## src/rtl/alu_pkg.sv

```systemverilog
// Shared definitions for the sequential ALU.
//   - opcode constants OP_ADD..OP_XOR (3-bit sel encoding)
//   - FSM state type for the top-level controller
//   - helper to classify opcodes that need the iterative engine
package alu_pkg;

    localparam logic [2:0] OP_ADD  = 3'b000;
    localparam logic [2:0] OP_SUB  = 3'b001;
    localparam logic [2:0] OP_MUL  = 3'b010;
    localparam logic [2:0] OP_DIV  = 3'b011;
    localparam logic [2:0] OP_AND  = 3'b100;
    localparam logic [2:0] OP_OR   = 3'b101;
    localparam logic [2:0] OP_NAND = 3'b110;
    localparam logic [2:0] OP_XOR  = 3'b111;

    typedef enum logic [1:0] {
        ST_IDLE = 2'd0,
        ST_CALC = 2'd1,
        ST_DONE = 2'd2
    } state_t;

    function automatic logic is_iterative(input logic [2:0] op);
        return (op == OP_MUL) || (op == OP_DIV);
    endfunction

endpackage

```

## src/rtl/alu_seq_muldiv.sv

```systemverilog
// Iterative multiply / divide engine, one bit per clock.
//   clk, rst   : clock, async active-high reset
//   a_i, b_i   : operands, captured on the go_i edge
//   div_i      : 0 = shift-add multiply, 1 = restoring divide (captured with go_i)
//   go_i       : start a new WIDTH-cycle operation
//   lo_o, hi_o : value of the iteration being applied on the current edge
//                (product low/high, or quotient/remainder on the final one)
//   finish_o   : high during the cycle whose rising edge performs the last
//                iteration; lo_o/hi_o then carry the final result
module alu_seq_muldiv
    import alu_pkg::*;
#(
    parameter int WIDTH = 8
) (
    input  logic             clk,
    input  logic             rst,
    input  logic [WIDTH-1:0] a_i,
    input  logic [WIDTH-1:0] b_i,
    input  logic             div_i,
    input  logic             go_i,
    output logic [WIDTH-1:0] lo_o,
    output logic [WIDTH-1:0] hi_o,
    output logic             finish_o
);

    localparam int CW = $clog2(WIDTH + 1);

    // mul: hi_q:lo_q is the partial product, lo_q also holds the unused multiplier bits
    // div: hi_q is the partial remainder, lo_q shifts dividend out / quotient in
    logic [WIDTH-1:0] lo_q, lo_d;
    logic [WIDTH-1:0] hi_q, hi_d;
    logic [WIDTH-1:0] b_q;
    logic             div_q;
    logic             run_q;
    logic [CW-1:0]    cnt_q;

    logic [WIDTH:0]   mul_sum;
    logic [2*WIDTH:0] mul_shift;
    logic [WIDTH:0]   div_part;
    logic [WIDTH:0]   div_trial;

    always_comb begin
        mul_sum   = {1'b0, hi_q} + (lo_q[0] ? {1'b0, b_q} : '0);
        mul_shift = {mul_sum, lo_q} >> 1;

        // partial remainder stays below b, so a successful trial always fits in WIDTH bits
        div_part  = {hi_q, lo_q[WIDTH-1]};
        div_trial = div_part - {1'b0, b_q};

        lo_d = lo_q;
        hi_d = hi_q;
        if (div_q) begin
            if (!div_trial[WIDTH]) begin
                hi_d = div_trial[WIDTH-1:0];
                lo_d = {lo_q[WIDTH-2:0], 1'b1};
            end else begin
                hi_d = div_part[WIDTH-1:0];
                lo_d = {lo_q[WIDTH-2:0], 1'b0};
            end
        end else begin
            hi_d = mul_shift[2*WIDTH-1:WIDTH];
            lo_d = mul_shift[WIDTH-1:0];
        end
    end

    always_ff @(posedge clk or posedge rst) begin
        if (rst) begin
            lo_q  <= '0;
            hi_q  <= '0;
            b_q   <= '0;
            div_q <= 1'b0;
            run_q <= 1'b0;
            cnt_q <= '0;
        end else if (go_i) begin
            lo_q  <= a_i;
            hi_q  <= '0;
            b_q   <= b_i;
            div_q <= div_i;
            run_q <= 1'b1;
            cnt_q <= CW'(WIDTH);
        end else if (run_q) begin
            lo_q  <= lo_d;
            hi_q  <= hi_d;
            cnt_q <= cnt_q - CW'(1);
            if (cnt_q == CW'(1)) begin
                run_q <= 1'b0;
            end
        end
    end

    assign lo_o     = lo_d;
    assign hi_o     = hi_d;
    assign finish_o = run_q && (cnt_q == CW'(1));

endmodule

```

## src/rtl/alu_seq.sv

```systemverilog
// Sequential ALU: single-cycle add/sub/logic ops, WIDTH-cycle mul/div.
//   clk, rst  : clock, async active-high reset
//   a, b, sel : operands and opcode, sampled on the accepting edge
//   start     : request, accepted only in IDLE
//   busy      : multi-cycle op in progress
//   done      : one-cycle pulse with each new result
//   res/resHi : result low word / product high half or remainder
//   zeroFlag, carryFlag, divByZero : result flags, held with the result
module alu_seq
    import alu_pkg::*;
#(
    parameter int WIDTH = 8
) (
    input  logic             clk,
    input  logic             rst,
    input  logic [WIDTH-1:0] a,
    input  logic [WIDTH-1:0] b,
    input  logic [2:0]       sel,
    input  logic             start,
    output logic             busy,
    output logic             done,
    output logic [WIDTH-1:0] res,
    output logic [WIDTH-1:0] resHi,
    output logic             zeroFlag,
    output logic             carryFlag,
    output logic             divByZero
);

    state_t           state_q, state_d;
    logic [WIDTH-1:0] res_q, res_d;
    logic [WIDTH-1:0] reshi_q, reshi_d;
    logic             zero_q, zero_d;
    logic             carry_q, carry_d;
    logic             dbz_q, dbz_d;
    logic             busy_q, busy_d;
    logic             done_q, done_d;
    logic             is_div_q, is_div_d;

    logic             go;
    logic [WIDTH-1:0] eng_lo;
    logic [WIDTH-1:0] eng_hi;
    logic             eng_finish;

    logic [WIDTH:0]   add_w;
    logic [WIDTH:0]   sub_w;

    alu_seq_muldiv #(.WIDTH(WIDTH)) u_muldiv (
        .clk      (clk),
        .rst      (rst),
        .a_i      (a),
        .b_i      (b),
        .div_i    (sel == OP_DIV),
        .go_i     (go),
        .lo_o     (eng_lo),
        .hi_o     (eng_hi),
        .finish_o (eng_finish)
    );

    always_comb begin
        add_w = {1'b0, a} + {1'b0, b};
        sub_w = {1'b0, a} - {1'b0, b};

        state_d  = state_q;
        res_d    = res_q;
        reshi_d  = reshi_q;
        zero_d   = zero_q;
        carry_d  = carry_q;
        dbz_d    = dbz_q;
        busy_d   = busy_q;
        done_d   = 1'b0;
        is_div_d = is_div_q;
        go       = 1'b0;

        case (state_q)
            ST_IDLE: begin
                if (start) begin
                    if (is_iterative(sel) && !(sel == OP_DIV && b == '0)) begin
                        go       = 1'b1;
                        busy_d   = 1'b1;
                        is_div_d = (sel == OP_DIV);
                        state_d  = ST_CALC;
                    end else begin
                        reshi_d = '0;
                        carry_d = 1'b0;
                        dbz_d   = 1'b0;
                        done_d  = 1'b1;
                        state_d = ST_DONE;
                        case (sel)
                            OP_ADD: begin
                                res_d   = add_w[WIDTH-1:0];
                                carry_d = add_w[WIDTH];
                            end
                            OP_SUB: begin
                                res_d   = sub_w[WIDTH-1:0];
                                carry_d = sub_w[WIDTH];
                            end
                            OP_DIV: begin
                                // only reached with b == 0
                                res_d   = '1;
                                reshi_d = a;
                                dbz_d   = 1'b1;
                            end
                            OP_AND:  res_d = a & b;
                            OP_OR:   res_d = a | b;
                            OP_NAND: res_d = ~(a & b);
                            OP_XOR:  res_d = a ^ b;
                            default: res_d = '0;
                        endcase
                    end
                end
            end
            ST_CALC: begin
                if (eng_finish) begin
                    res_d   = eng_lo;
                    reshi_d = eng_hi;
                    carry_d = is_div_q ? 1'b0 : (eng_hi != '0);
                    dbz_d   = 1'b0;
                    busy_d  = 1'b0;
                    done_d  = 1'b1;
                    state_d = ST_DONE;
                end
            end
            ST_DONE: begin
                state_d = ST_IDLE;
            end
            default: begin
                state_d = ST_IDLE;
            end
        endcase

        // zero flag tracks whatever result is being written this edge
        if (done_d) begin
            zero_d = (res_d == '0);
        end
    end

    always_ff @(posedge clk or posedge rst) begin
        if (rst) begin
            state_q  <= ST_IDLE;
            res_q    <= '0;
            reshi_q  <= '0;
            zero_q   <= 1'b0;
            carry_q  <= 1'b0;
            dbz_q    <= 1'b0;
            busy_q   <= 1'b0;
            done_q   <= 1'b0;
            is_div_q <= 1'b0;
        end else begin
            state_q  <= state_d;
            res_q    <= res_d;
            reshi_q  <= reshi_d;
            zero_q   <= zero_d;
            carry_q  <= carry_d;
            dbz_q    <= dbz_d;
            busy_q   <= busy_d;
            done_q   <= done_d;
            is_div_q <= is_div_d;
        end
    end

    assign busy      = busy_q;
    assign done      = done_q;
    assign res       = res_q;
    assign resHi     = reshi_q;
    assign zeroFlag  = zero_q;
    assign carryFlag = carry_q;
    assign divByZero = dbz_q;

endmodule

```

## config.mk

```make
export PLATFORM = sky130hd
export DESIGN_NAME = alu_seq
export DESIGN_NICKNAME = d
export VERILOG_FILES = /design/src/rtl/alu_pkg.sv /design/src/rtl/alu_seq_muldiv.sv /design/src/rtl/alu_seq.sv
export SDC_FILE = /design/constraint.sdc
export NUM_CORES = 1
export LEC_CHECK = 0
export CORE_MARGIN = 4
export CORE_UTILIZATION = 40
export DETAILED_ROUTE_END_ITERATION = 8
export MAX_ROUTING_LAYER = met4
export PLACE_DENSITY = 0.68
export SETUP_SLACK_MARGIN = 0.02
export SLEW_MARGIN = 40
export SYNTH_ARGS = -nofsm -noshare
export SYNTH_HDL_FRONTEND = slang
export SYNTH_SLANG_ARGS = --single-unit
```

## constraint.sdc

```tcl
create_clock -name clk -period 8.8 [get_ports clk]
set_input_delay 1.32 -clock clk [delete_from_list [all_inputs] [get_ports clk]]
set_output_delay 1.32 -clock clk [all_outputs]
set_load 0.05 [all_outputs]
```

Word level (Yosys, flattened, before mapping). Index checks and enable logic that the tools add are counted. Widths: inputs -> output; s select.

Add/subtract/negate cells: 5. Reductions and logical operators: 16. Muxes and demuxes: 49. Bitwise gates (word level): 4. Equality and inequality tests: 13.

Operators by type and width (number): $mux 8 (15); $pmux 8 s7 (1); $pmux 8 s2 (2); $mux 1 (20); $logic_not 8->1 (2); $eq 3x3->1 const B (4); $pmux 1 s2 (5); $add 8x8->9 (1); $add 8x9->9 (1); $sub 8x8->9 (1); $sub 9x8->9 (1); $and 8x8->8 (1); $mux 4 (2); $ne 2x2->1 const B (4); $not 8->8 (1); $or 8x8->8 (1); $reduce_and 4->1 (2); $reduce_bool 8->1 (1); $xor 8x8->8 (1); $eq 3x2->1 const B (2); $mux 2 (3); $eq 4x1->1 const B (1); $pmux 2 s2 (1); $reduce_bool 2->1 (2); 10 further kinds (12).

Flip-flop bits (word level): 54. Output and inout bits: 21. Word-level logic and storage cells: 102.

Logic depth before layout (Yosys ltp). Gate-level depths: netlist of run 1.

Depth in word-level cells: 8. Depth in mapped cells: 12. Gate-level depth less buffers: 12.

Cells and area by module. A second synthesis of run 1 with hierarchy kept.

Cell total of the unflattened synthesis: 608. Area, all modules: 4967.3 um^2.

Modules (own cells, without submodules): alu_seq (sequential area each 600.6 um^2, area an instance 2626.3 um^2, instances 1, cells each 342); alu_seq_muldiv (sequential area each 750.7 um^2, area an instance 2341.0 um^2, instances 1, cells each 266).

Worst setup path before layout of run 1. Ideal clock, no wire load.

Path type: in2reg. Start: in a[0]. End: reg zero_q, in the netlist zeroFlag. Setup slack: 4.719 ns. Stages on the path: 12. Library setup time: 0.092 ns. Arrival time: 3.989 ns. Cells stage by stage: inv_1 > ha_1 > inv_1 > fa_1 > nor3b_1 > nor3_1 > mux2i_1 > nor3_1 > o31a_1 > or4b_1 > or4_1 > o31ai_2.

RTL lines: from (decl) (line alu_seq.sv:16) `input logic [WIDTH-1:0] a,`; $sub 8x8->9 / $add 8x8->9 (equally long branches) (line alu_seq.sv:61, alu_seq.sv:60); $pmux 8 s7 (*) (line alu_seq.sv:88) `case (sel)`; $mux 8 (*) (line alu_seq.sv:77) `if (is_iterative(sel) && !(sel == OP_DIV && b == '0)) begin`; $mux 8 (*) (line alu_seq.sv:76) `if (start) begin`; $pmux 8 s2 (*) (line alu_seq.sv:74) `case (state_q)`; via res_d[4] (line alu_seq.sv:30) `logic [WIDTH-1:0] res_q, res_d;`; $logic_not 8->1 (*) (line alu_seq.sv:133) `zero_d = (res_d == '0);`; to (signal assigned) (line alu_seq.sv:152) `zero_q <= zero_d;`; to (decl) (line alu_seq.sv:32) `logic zero_q, zero_d;`.

Mark *: on every way through the listed nets, which the timed path passes. The rest lies on a longest branch. A chain may end at the register's enable or synchronous reset.

Worst setup path after layout of run 1. Ends and elaborated chain as after synthesis.

==> metrics.md, run 1 <==
| Metric | Value |
|---|---|
| HP Class | reg -> reg |
| Most common cell in the netlist | nand2_1 |
| Most frequent cells after synthesis | nand2_1, dfrtp_1, nor2_1 |
| Critical path data required time | 9.01 ns |
| Cell Area, Synth | 4700 um2 |
| Detail Placement HPWL | 10500 um |
| CTS sink count | 53 |
| Max Slew Vio Count | 0 |
| Yosys top cell area share | 0.282 |
| Post-synth EDFFs | 0 |
| Largest net degree at the start of global routing | 54 |
| Antenna Nets Post-Route | 0 |
| Yosys reg bits | 53 |
| Area contributors post-synth | dfrtp_1, ha_1, nand2_1 |
| Clk_lat worst skew | 0.30 ns |
| Worst flop-to-flop path endpoint | resHi[3]$_DFFE_PP0P_ |
| Worst Path Buf+Inv | 3 |
| Via count | ~4300 |
| WP data arrival | 4.86 ns |
| Vias/cell | 5.82 |
| Fin worst setup slack | 4.15 ns |
| Non-Filler Instances | ~740 |
| Register area share after synthesis | 0.282 |
| Die area | 13600 um2 |
| Critical Path Source Type | primary input |
| Post-CTS Setup Bufs | 0 |
| Tot GR Track Use | 0.216 |
| Setup TNS | 0 ns |
| Crit end category | flop |
| Critical path cell sequence | clkdlybuf4s50_1 -> inv_1 -> ha_1 -> inv_1 -> fa_1 -> nor3b_1 -> nor3_1 -> mux2i_1 -> nor3_1 -> o31a_1 -> or4b_1 -> or4_1 -> o31ai_2 |
| Layout cells sized above 1 | 0.0583 |
| CTS H-Tree Depth | 2 |
| Resize count post-CTS | 0 |
| Distinct cells, synth | between 70 and 80 |
| Antenna diodes | 0 |
| Final hold slack | about 0.49 ns |
| Synthesis-to-finish area growth | 13.5% |
| Leak | approximately 2.3 nW |
| CTS Buf Count | 5 |
| Die Y | about 120 um |
| TritonRoute pass-1 iters | 5 |
| Post-Syn Instances | approximately 570 |
| Syn avg cell area | 8.20 um2 |
| R2R depth | 12 |
| Status | complete, no violations |
| Row count | 39 |
| Routed WL per cell | between 15 and 20 um |
| Ys async rst share | 1.00 |
| Clk root buf | clkbuf_16 |
| Reg2Reg Setup Slack | 5.20 ns |
| Fmax | 215 MHz |
| Period utilization | 0.529 |
| Final setup vio count | 0 |
| Global-route wire length before repair | 22300 um |
| Vias in the first global route | 4181 |
| Clock period minus worst slack | 4.65 ns |
| # IOs | 43 |
| Slew Limit Headroom | 0.484 |
| Worst-Margin Slew | a little under 0.8 ns |
| Prevailing post-synth register cell | dfrtp_1 |
| Worst R2R Start | u_muldiv.lo_q[7]$_DFFE_PP0P_ |
| Layout net count | 667 |
| Core box area | 11500 um2 |
| VDD IR max | 0.000203 V |
| CP peak stage delay | 0.48 ns |
| Initial core utilization | 0.410 |
| Synth Warn # | 0 |
| Post-route DRC | 0 |
| Slowest CP cell | clkdlybuf4s50_1 |
| Port bufs | between 40 and 50 |
| Pre-CTS WS | 3.85 ns |
| Hold buffer count at CTS | 0 |
| Yosys top cell by area | dfrtp_1 |
| Placed cells | between 700 and 800 |
| Max clock buf depth | 2 |
| CP Max Fanout | 3 |
| Routed wire length | 13500 um |
| Initial antenna violation count | 0 |
| Unrepaired setup endpoints after global routing | false |
| Max-cap violations | 0 |
| CTS tree | done |
| Power per cell area | about 370 nW/um2 |
| Hold endpoint | divByZero$_DFFE_PP0P_ |
| Grt ovf | 0 |
| Die X | approximately 120 um |
| Worst hold path stage count | 2 |
| Net Count, Synth | 642 |
| Hold Startpoint | divByZero$_DFFE_PP0P_ |
| DRT iter0 DRCs | 394 |
| CTS clk-pin slew, worst paths | roughly 0.07 ns |
| Clock Skew | 0.00664 ns |
| Final Wtd Congestion | 0.919 |
| Endpoints failing hold | 0 |
| CP Class | in -> reg |
| CP top delay family | simple AND/OR/NAND/NOR gates |
## logic make-up after synthesis
logic type,Yosys count,share of synthesized area
flops,53,0.282
simple gates,200,0.215
fa+ha+maj,46,0.129
compound gates,163,0.226
mux,20,0.0436
xor+xnor,22,0.0410
buf+inv,70,0.0644
## area by class of cell
class / instances / area [um2]
fillers: 1104 / 6130
multi-input cells: 451 / 3090
flip-flops and latches: 53 / 1330
repair buffers: 47 / 448
well taps: 143 / 179
inverters: 41 / 156
clock buffers: 7 / 133
clock inverters: 1 / 7.51
## state kept, by name, summed over array words and instances (netlist names)
name	flops
resHi	8
res	8
u_muldiv.b_q	8
u_muldiv.hi_q	8
u_muldiv.lo_q	8
u_muldiv.cnt_q	4
state_q	2
busy	1
carryFlag	1
divByZero	1
done	1
is_div_q	1
u_muldiv.run_q	1
zeroFlag	1
## metrics by stage
stage          cell area [um2]  power, mW  utilization
5_1_grt                   5340       2.18        0.465
2_1_floorplan             4700       1.44            -
3_3_place_gp              5200       1.76        0.453
3_5_place_dp              5200       1.80        0.454
6_report                  5340       2.00        0.465
4_1_cts                   5340       2.00        0.466
## worst max-delay path by stage
stage | startpoint | endpoint | slack (ns) | cells past startpoint
floorplan | a[0] | zeroFlag$_DFFE_PP0P_ | 4.72 | 12
global placement | sel[2] | zeroFlag$_DFFE_PP0P_ | 3.97 | 11
detailed placement | a[0] | zeroFlag$_DFFE_PP0P_ | 3.85 | 13
CTS | a[0] | zeroFlag$_DFFE_PP0P_ | 4.13 | 13
global route | a[0] | zeroFlag$_DFFE_PP0P_ | 3.89 | 13
finish | a[0] | zeroFlag$_DFFE_PP0P_ | 4.15 | 13
## where the power goes
group	switching [mW]	total [mW]	internal (mW)
logic	0.797	1.32	0.526
clock network	0.0869	0.193	0.106
registers	0.123	0.485	0.363
## worst reg2reg max path: stages (launching register included)
cell	delay (ns)
dfrtp_1	0.42
inv_1	0.11
ha_1	0.15
inv_1	0.07
fa_1	0.48
a21oi_1	0.23
nor2_1	0.13
o221a_2	0.30
nor3_2	0.48
mux2_1	0.39
o21ai_1	0.31
a2bb2oi_1	0.31
o21ai_1	0.10
## per-layer routing
metal,wire [um],track usage
met1,6380,0.304
met2,6100,0.330
met3,791,0.0347
met4,285,0.0456
met5,0,-
## layout by cell type (no fill, tap or decap), types with 4 or more instances in the layout
cell,count
a21o_1,4
a221oi_1,7
o22ai_1,7
a2bb2oi_1,6
dfrtp_1,53
inv_1,37
o21ai_0,44
o211ai_1,7
ha_1,42
o21ai_1,6
xnor2_1,13
fa_1,4
nor2b_1,10
buf_4,5
clkdlybuf4s50_1,40
mux2i_1,16
clkbuf_16,5
nor3_1,12
o31a_1,4
o21bai_1,5
nand2_1,62
o31ai_1,4
a21oi_1,33
xor2_1,9
or3_1,7
nor4b_1,4
nand3_1,8
nand2b_1,13
and2_1,8
nor2_1,47
a211oi_1,8
Power figures use the tool's default switching activity.
==> run 2, diff against run 1 <==
Settings changed: PLACE_DENSITY 0.68 to 0.7.
Clock period 8.8 ns to 4.1 ns, I/O delays scaled along.
==> run 2 against run 1 <==
Critical path depth decreased by 1. Highest routed layer unchanged. Clock skew increased by 0.00057 ns. Power increased by 120%. Register-to-register slack got worse by 4.6 ns. Core utilization increased by 1.1 points. Critical endpoint unchanged.
==> metrics.md, run 2 (synthesis gave the netlist of run 1 again) <==
| Metric | Value |
|---|---|
| Max Slew Vio Count | 0 (unchanged) |
| Grt ovf | 0 (unchanged) |
| Detail Placement HPWL | 10700 um (+1.5%) |
| Layout cells sized above 1 | 0.0719 (+0.0136) |
| R2R depth | 11 (-1) |
| # IOs | 43 (unchanged) |
| CTS tree | done |
| Max clock buf depth | 2 (unchanged) |
| Fmax | between 200 and 300 MHz |
| Max-cap violations | 0 (unchanged) |
| CP Launch Point | b[0] |
| Routed WL per cell | 18.3 um (+0.33%) |
| Most frequent cells in the layout | nand2_1, dfrtp_1, nor2_1 |
| Critical Path Source Type | primary input |
| Die X | 116 um (unchanged) |
| Setup TNS | 0 ns (unchanged) |
| Reg2Reg Setup Slack | 0.56 ns (-4.64 ns) |
| Critical path cell sequence | clkdlybuf4s50_1 -> ha_1 -> inv_1 -> fa_1 -> nor3b_1 -> nor3_1 -> mux2i_1 -> nor3_1 -> o31a_1 -> or4b_1 -> or4_1 -> o31ai_2 |
| Global-route wire length before repair | 22400 um (+0.49%) |
| Slew Limit Headroom | 0.479 (-0.00501) |
| Crit-path most repeated cell | nor3_1 |
| Slowest CP cell | clkdlybuf4s50_1 |
| CP Depth | 12 (-1) |
| TritonRoute pass-1 iters | 5 (unchanged) |
| WP data arrival | 3.99 ns (-0.87 ns) |
| HP Class | reg -> reg |
| Clk_lat worst skew | 0.29 ns (about the same) |
| Worst flop-to-flop path endpoint | resHi[2]$_DFFE_PP0P_ |
| Most common cell after layout, fill and taps aside | nand2_1 |
| Leak | 2.37 nW (+3.2%) |
| Unrepaired setup endpoints after global routing | false |
| Via count | 4442 (+2.7%) |
| Core box area | 11500 um2 (unchanged) |
| Post-route DRC | 0 (unchanged) |
| Hold buffer count at CTS | 0 (unchanged) |
| Vias/cell | 5.88 (+1.1%) |
| Post-route cell area | 5460 um2 (+2.3%) |
| Routed wire length | 13800 um (+1.9%) |
| Clock Skew | 0.00721 ns (+0.000566 ns) |
| CP Max Fanout | 4 (+1) |
| Period utilization | 0.922 |
| Endpoints failing hold | 0 (unchanged) |
| Power per cell area | 808 nW/um2 (+120%) |
| CTS H-Tree Depth | 2 (unchanged) |
| CP top delay family | simple AND/OR/NAND/NOR gates |
| Largest net degree at the start of global routing | 53 (-1.9%) |
| Die Y | 116 um (unchanged) |
| CTS clk-pin slew, worst paths | 0.07 ns (about the same) |
| Post-CTS Setup Bufs | 0 (unchanged) |
| VDD IR max | 0.000446 V (+120%) |
| Worst-Margin Slew | 0.781 ns (+0.00752 ns) |
| Final Wtd Congestion | 0.898 (-2.3%) |
| DRT iter0 DRCs | 450 (+14%) |
| Vias in the first global route | 4268 (+2.1%) |
| Row count | 39 (unchanged) |
| Initial antenna violation count | 0 (unchanged) |
| CTS sink count | 53 (unchanged) |
| Antenna diodes | 0 (unchanged) |
| Status | complete, no violations |
| Final setup vio count | 0 (unchanged) |
| Tot GR Track Use | 0.215 (-0.00124) |
| Antenna Nets Post-Route | 0 (unchanged) |
| Port bufs | 42 (unchanged) |
| Synthesis-to-finish area growth | 16.1% |
| Initial core utilization | 0.410 (unchanged) |
| Critical path data required time | 4.31 ns (-4.70 ns) |
| CP Class | in -> reg |
| Crit end category | flop |
| Resize count post-CTS | 0 (unchanged) |
| Die area | 13600 um2 (unchanged) |
| CP peak stage delay | 0.54 ns (+0.06 ns) |
| Clk root buf | clkbuf_16 |
| Worst Path Buf+Inv | 2 (-1) |
| Design Power | 4.41 mW (+120%) |
| DP Area | 5290 um2 (+1.7%) |
| Crit path to | zeroFlag$_DFFE_PP0P_ |
| Layout net count | 679 (+1.8%) |
| Worst R2R Start | u_muldiv.lo_q[7]$_DFFE_PP0P_ |
| CTS Buf Count | 5 (unchanged) |
| Clock period minus worst slack | between 3 and 4 ns |
[run 2: worst min path at each step]
stage | from | cells after the start | endpoint | slack [ns]
finish | res[1]$_DFF_PP0_ | 2 | res[1]$_DFF_PP0_ | 0.48
floorplan | u_muldiv.b_q[0]$_DFFE_PP0P_ | 2 | u_muldiv.b_q[0]$_DFFE_PP0P_ | 0.47
global placement | divByZero$_DFFE_PP0P_ | 2 | divByZero$_DFFE_PP0P_ | 0.46
CTS | res[1]$_DFF_PP0_ | 2 | res[1]$_DFF_PP0_ | 0.48
global route | res[1]$_DFF_PP0_ | 2 | res[1]$_DFF_PP0_ | 0.51
detailed placement | res[1]$_DFF_PP0_ | 2 | res[1]$_DFF_PP0_ | 0.46
[run 2: per-layer routing]
metal  wire, um  GRT usage  vias up  share of wire
li1           -          -     2113              -
met1       6540      0.313     2132           0.47
met2       5990      0.318      181           0.43
met3       1130     0.0342       16          0.082
met4        142     0.0418        0          0.010
met5          0          -        -              0
[run 2: worst reg2reg max path, delay by kind of cell, from the launching register on]
family	cells	cell delay, ns
and+or+nand+nor	2	0.59
adders and majority gates	2	0.62
buffers and inverters	2	0.19
DFF	1	0.42
AOI/OAI and AO/OA	5	1.60
[run 2: where the power goes]
group          leakage [nW]  internal [mW]  switching [mW]
Sequential            0.634          0.778           0.265
Clock                0.0841          0.306           0.193
Combinational          1.66           1.16            1.71
Total                  2.37           2.24            2.17
[run 2: per-stage QoR]
step	hold WS [ns]	utilization	worst slack, ns	std cells
2_1_floorplan	0.470	-	0.724	574
3_3_place_gp	0.457	0.461	0.159	747
3_5_place_dp	0.464	0.461	0.0539	747
4_1_cts	0.481	0.476	0.346	755
5_1_grt	0.505	0.476	0.199	755
6_report	0.476	0.476	0.321	755
[run 2: cell type report]
type,count,area [um2]
multi-input combinational,451,3080
inverter,41,159
sequential,53,1330
tap,143,179
timing repair buffer,59,548
fill,1129,6000
clock inverter,1,30.0
clock buffer,7,143
